**config.mk**
```make
export PLATFORM = sky130hd
export DESIGN_NAME = deserializer
export DESIGN_NICKNAME = d
export VERILOG_FILES = /design/src/rtl/serdes_pkg.sv /design/src/rtl/deserializer.sv
export SDC_FILE = /design/constraint.sdc
export NUM_CORES = 2
export LEC_CHECK = 0
export CAP_MARGIN = 40
export CORE_MARGIN = 8
export CORE_UTILIZATION = 49
export DETAILED_ROUTE_END_ITERATION = 7
export PLACE_DENSITY = 0.8
export SLEW_MARGIN = 40
export SYNTH_ARGS = -nofsm -noshare
export SYNTH_HDL_FRONTEND = slang
export SYNTH_SLANG_ARGS = --single-unit
```
**constraint.sdc**
```tcl
create_clock -name clk -period 31.8 [get_ports clk]
set_clock_uncertainty 0.1 [all_clocks]
set_input_delay 6.36 -clock clk [delete_from_list [all_inputs] [get_ports clk]]
set_output_delay 6.36 -clock clk [all_outputs]
set_load 0.02 [all_outputs]
```
**src/rtl/serdes_pkg.sv**
```systemverilog
// rtl/serdes_pkg.sv - shared segment serdes types and parameter helpers
package serdes_pkg;

  typedef enum logic {
    IDLE     = 1'b0,
    ASSEMBLE = 1'b1
  } asm_state_e;

  function automatic int num_segments(input int in_w, input int out_w);
    return out_w / in_w;
  endfunction

  // Legal when the word splits into a power-of-two count (>= 2) of whole segments.
  function automatic bit params_ok(input int in_w, input int out_w);
    int ns;
    if (in_w <= 0 || out_w <= 0 || (out_w % in_w) != 0) return 1'b0;
    ns = num_segments(in_w, out_w);
    return (ns >= 2) && ((ns & (ns - 1)) == 0);
  endfunction

endpackage

```
**src/rtl/deserializer.sv**
```systemverilog
// rtl/deserializer.sv - reassembles lowest-first narrow segments into wide words
module deserializer
  import serdes_pkg::*;
#(
  parameter int in_bit_width  = 32,
  parameter int out_bit_width = 512
) (
  input  logic                     clk,
  input  logic                     reset,
  input  logic                     data_valid,
  input  logic [in_bit_width-1:0]  data_in,
  output logic                     data_ready,
  input  logic                     read_data,
  output logic [out_bit_width-1:0] data_out,
  output logic                     overflow
);

  localparam int NS = num_segments(in_bit_width, out_bit_width);
  localparam int CW = $clog2(NS);
  localparam int AW = out_bit_width - in_bit_width;

  if (!params_ok(in_bit_width, out_bit_width)) begin : g_bad_params
    $error("deserializer: out_bit_width/in_bit_width must be a power of two >= 2");
  end

  asm_state_e                state_q, state_d;
  logic [CW-1:0]             seg_cnt_q, seg_cnt_d;
  logic [AW-1:0]             asm_q, asm_d;
  logic                      full_q, full_d;
  logic [out_bit_width-1:0]  dout_q, dout_d;
  logic                      ovf_q, ovf_d;
  logic                      complete;
  logic [out_bit_width-1:0]  word;

  always_ff @(posedge clk or posedge reset) begin
    if (reset) begin
      state_q   <= IDLE;
      seg_cnt_q <= '0;
      asm_q     <= '0;
      full_q    <= 1'b0;
      dout_q    <= '0;
      ovf_q     <= 1'b0;
    end else begin
      state_q   <= state_d;
      seg_cnt_q <= seg_cnt_d;
      asm_q     <= asm_d;
      full_q    <= full_d;
      dout_q    <= dout_d;
      ovf_q     <= ovf_d;
    end
  end

  always_comb begin
    complete  = data_valid && (seg_cnt_q == '1);
    // Top segment bypasses the assembly register so the word lands with no extra cycle.
    word      = {data_in, asm_q};
    seg_cnt_d = seg_cnt_q;
    asm_d     = asm_q;
    state_d   = state_q;
    full_d    = full_q;
    dout_d    = dout_q;
    ovf_d     = ovf_q;

    if (data_valid) begin
      seg_cnt_d = seg_cnt_q + CW'(1);
      if (!complete) asm_d[int'(seg_cnt_q)*in_bit_width +: in_bit_width] = data_in;
    end

    case (state_q)
      IDLE:     if (data_valid) state_d = ASSEMBLE;
      ASSEMBLE: if (!data_valid && seg_cnt_q == '0) state_d = IDLE;
      default:  state_d = IDLE;
    endcase

    if (complete) begin
      if (!full_q || read_data) begin
        dout_d = word;
        full_d = 1'b1;
      end else begin
        ovf_d  = 1'b1;
      end
    end else if (read_data && full_q) begin
      full_d = 1'b0;
    end
  end

  assign data_ready = full_q;
  assign data_out   = dout_q;
  assign overflow   = ovf_q;

endmodule

```
# After elaboration in Yosys (flattened, before gate mapping)
# Cells that the tools add are included.
# op_classes
shift,2
reduce_logical,9
mux,4
n_eq_ne,2
add_sub_neg,2
bitwise,2
# op_table
op,n
480-bit bitwise mux,1
"32-bit by 33-bit variable shift with 480-bit output, first input constant",1
32-bit by 33-bit indexed part select with 480-bit output,1
9-bit negation with 33-bit output,1
2-bit AND reduction,4
"4-bit by 1-bit adder with 4-bit output, second input constant",1
"4-bit == test, second input constant",1
1-bit 2-to-1 mux,3
1-bit logical AND,2
"2-bit by 1-bit != test with 1-bit output, second input constant",1
1-bit inverter,2
2-bit nonzero test,1
1-bit logical NOT,1
1-bit logical OR,1
# totals
regBits,998
elab_cells,26

# Depth between registers and ports, before layout
# logic_depth
depth_word,4
depth_mapped,11
mapped_depth_nobuf,6

# Worst setup path after synthesis
# No wires, ideal clock.
# synth_timing
path_kind,input port to flip-flop
start,in data_valid
end,reg asm_q[256]
slack_ns,23.863
arrival_time_ns,7.760
path_buffers,2
stages,6
setup_time_ns,0.076
required_ns,31.624
path_cell_list,buf_2 -> nand3b_1 -> or4_1 -> or2_1 -> buf_2 -> o21ai_1
# synth_via
elab_chain_len,3
# synth_rtl
element,line_no,text
"start, declared",deserializer.sv:10,"input logic data_valid,"
1-bit logical AND,deserializer.sv:54,complete = data_valid && (seg_cnt_q == '1);
1-bit inverter (no source line),-,
2-bit AND reduction (no source line) (*),-,
"end signal, assigned",deserializer.sv:46,asm_q <= asm_d;
"end, declared",deserializer.sv:28,"logic [AW-1:0] asm_q, asm_d;"
# Mark *: on every way between the ends. The rest lies on a longest branch, timed or not.
# A chain may end at the register's enable or synchronous reset.

==> results.yml <==
status:
  outcome: "finished clean"
layout:
  drive_above_1_share: 0.2826
  area_growth_pct: 26.62
  fillers: 5921
  multi_input_area_um2: 13160
  regArea_um2: 24970
  layout.nets: 3454
  design_area_um2: 49920
worst_setup_path:
  critical_path_class: "input pin to async pin"
  cp_max_fo: 78
  start_kind: "input pin"
  max_stage_delay_ns: 0.61
  r2r-end: "asm_q[357]"
  cp.required_ns: 32.43
  rrSetupSlack_ns: 27.93
  cp-end-kind: "async pin"
  slowest_stage: "buf_4"
  cp_cell_sequence: "clkdlybuf4s50_1 > clkinvlp_4 > buf_12 > buf_6 > buf_6 > buf_4 > buf_12 > buf_4"
  worst_r2r_path_depth: 8
  path_buf_inv: 8
  worstPathArrival_ns: 9.96
  crit_family: "buffers and inverters"
  rr_startpoint: "seg_cnt_q[0]"
synth:
  synth-async-reset-ratio: 1.000
  ys.flop_type: "dfrtp_1"
  synthSimpleGateAreaFrac: 0.04919
  syn_inst: 2911
  synth-seq-cells: 998
  yosys.cell_count.top_type: "dfrtp_1"
  synth_top_area_cell: "dfrtp_1"
  synth_commonest_cells: "dfrtp_1 (998), mux2_2 (662), o21ai_0 (278)"
  synth_xor_area_frac: 0.001111
  syn_area_um2: 39420
  synth_fp_nets: 2950
  synth_edf_count: 0
  synth_top_family_by_area: "multiplexers"
  yosysUniqueCellTypes: 48
  yosysTopAreaCellShare: 0.6335
  syn_avg_cell_area_um2: 13.54
  yosys_warnings: 0
  synth_compound_area_frac: 0.04342
  yosys-top-cells-area: "dfrtp_1 (63%), mux2_2 (19%), o21ai_0 (3.5%)"
  synth_mux_area_frac: 0.2355
  seq_area_frac_synth: 0.6335
  synthAdderAreaFrac: 0.0009521
grt:
  use_met1: 0.3269
  overflow: 0
  grt_most_used_layer: "met2"
  gr-usage-all-layers: 0.2561
  grt_use_met3: 0.06369
  grt_use_met2: 0.4203
  grt_pass1_wl_um: 175200
  antenna_found_initial: 13
  first_global_vias: 26510
  grt_max_degree: 155
sta:
  fin_ws_ns: 22.47
  setup_viol: 0
  fin_crit_sh: 0.2933
  max_freq_mhz: 107.2
  worst_pin_slew_ns: 0.8427
  layout_min_cycle_time_ns: 9.328
  fin_tns_setup_ns: 0
  whs_ns: 0.3801
  relSlewSlack: 0.4382
  hold_viol_final: 0
  rsz0062_at_grt: "false"
  finalMaxSlewViolations: 0
detailed_routing:
  drt_iter0_markers: 2150
  drc_errors: 0
  dr_total_vias: 25610
  routed_wl_um: 117200
  vias_per_cell: 5.609
  first_pass_iters: 5
  ant_nets: 0
  wl_per_cell_um: 25.67
worst_hold_path:
  hold_path_class: "flip-flop to flip-flop"
  min-delay-start: "asm_q[91]"
  whs_path_depth: 1
  min_to: "data_out[91]"
pwr:
  power_density_nw_per_um2: 92.64
  irDropWorstVdd_v: 0.00006332
  p_leak_nw: 23.79
clocking:
  clock-sinks: 998
  clk_path_buf_depth: 3
  ctsHoldBuffers: 0
  root_buffer: "clkbuf_16"
  cts_resized: 0
  path_clk_slew_ns: 0.06
  post-cts-setup-buffers: 0
  htree_levels: 3
  cts_buffers: 100
  cts_tree: "done"
  clock_latency_ns: 0.66
floorplanning:
  core-area_um2: 80160
  ios: 550
  die_area_um2: 89790
  dieWidth_um: 299.7
  initial_core_util: 0.4918
  dieHeight_um: 299.7
  row_count: 104
placement:
  place_congestion: 0.7987
  place_area_um2: 46130
  dp_slack_ns: 21.61
  port_buffers: 549
  dp_hpwl_um: 73290
job:
  max_cap_viol_count: 0
-- stage by stage --
step	total power [mW]	cells	utilization
2_1_floorplan	2.670	2911	-
3_3_place_gp	3.294	4362	0.5725
3_5_place_dp	3.354	4371	0.5755
4_1_cts	4.657	4561	0.6218
5_1_grt	4.833	4563	0.6227
6_report	4.625	4565	0.6228
-- how the worst max path moves through the flow --
stage | cells past startpoint | to | slack (ns) | startpoint
finish | 8 | data_out[325] | 22.47 | reset
global route | 8 | asm_q[196] | 21.95 | reset
CTS | 8 | asm_q[196] | 22.35 | reset
detailed placement | 8 | data_out[322] | 21.61 | reset
global placement | 7 | data_out[322] | 20.58 | reset
floorplan | 1 | asm_q[0] | 11.59 | reset
-- cells in the final DEF (no fill, tap or decap), types with 14 or more instances in the layout --
| cell | Yosys | routed |
|---|---|---|
| mux2_4 | 30 | 30 |
| nand2_1 | 261 | 261 |
| mux2_2 | 662 | 662 |
| bufinv_16 | 0 | 14 |
| o21ai_0 | 278 | 278 |
| inv_1 | 107 | 106 |
| o21ai_1 | 43 | 43 |
| mux2_1 | 37 | 37 |
| mux2i_1 | 96 | 96 |
| dfrtp_1 | 998 | 998 |
| clkdlybuf4s50_1 | 0 | 544 |
| buf_4 | 5 | 56 |
| and3_1 | 95 | 95 |
| clkinv_2 | 0 | 22 |
| clkbuf_8 | 0 | 31 |
| clkbuf_16 | 0 | 101 |
-- flip-flops by register name (all words and copies together), names as in the netlist --
name and flops:
data_out 512, asm_q 480, seg_cnt_q 4, data_ready 1
overflow 1
-- power breakdown --
group	switching (mW)	internal (mW)
combinational	0.819	0.651
sequential	0.228	1.64
clock	0.514	0.776
-- routing by layer --
metal	wire (um)	up-vias	share of wire
met5	13	-	0.00011
met4	4702	2	0.040
met3	9577	225	0.082
met2	56840	1012	0.49
met1	46040	13400	0.39
li1	-	10970	-
-- cells by family after synthesis --
logic type / after synthesis
multiplexers: 825
buffers and inverters: 335
AND/OR/NAND/NOR: 410
adder cells (fa/ha/maj): 3
XOR/XNOR: 5
AO/OA/AOI/OAI: 335
flip-flops: 998
-- area by class of cell --
cell class | instances | area share
multi-input combinational | 1578 | 0.2636
clock inverter | 48 | 0.01439
clock buffer | 142 | 0.05993
tap | 1060 | 0.02657
timing repair buffer | 629 | 0.1269
sequential | 998 | 0.5003
antenna | 2 | 0.0001003
inverter | 108 | 0.008196
(Power assumes the default switching activity.)
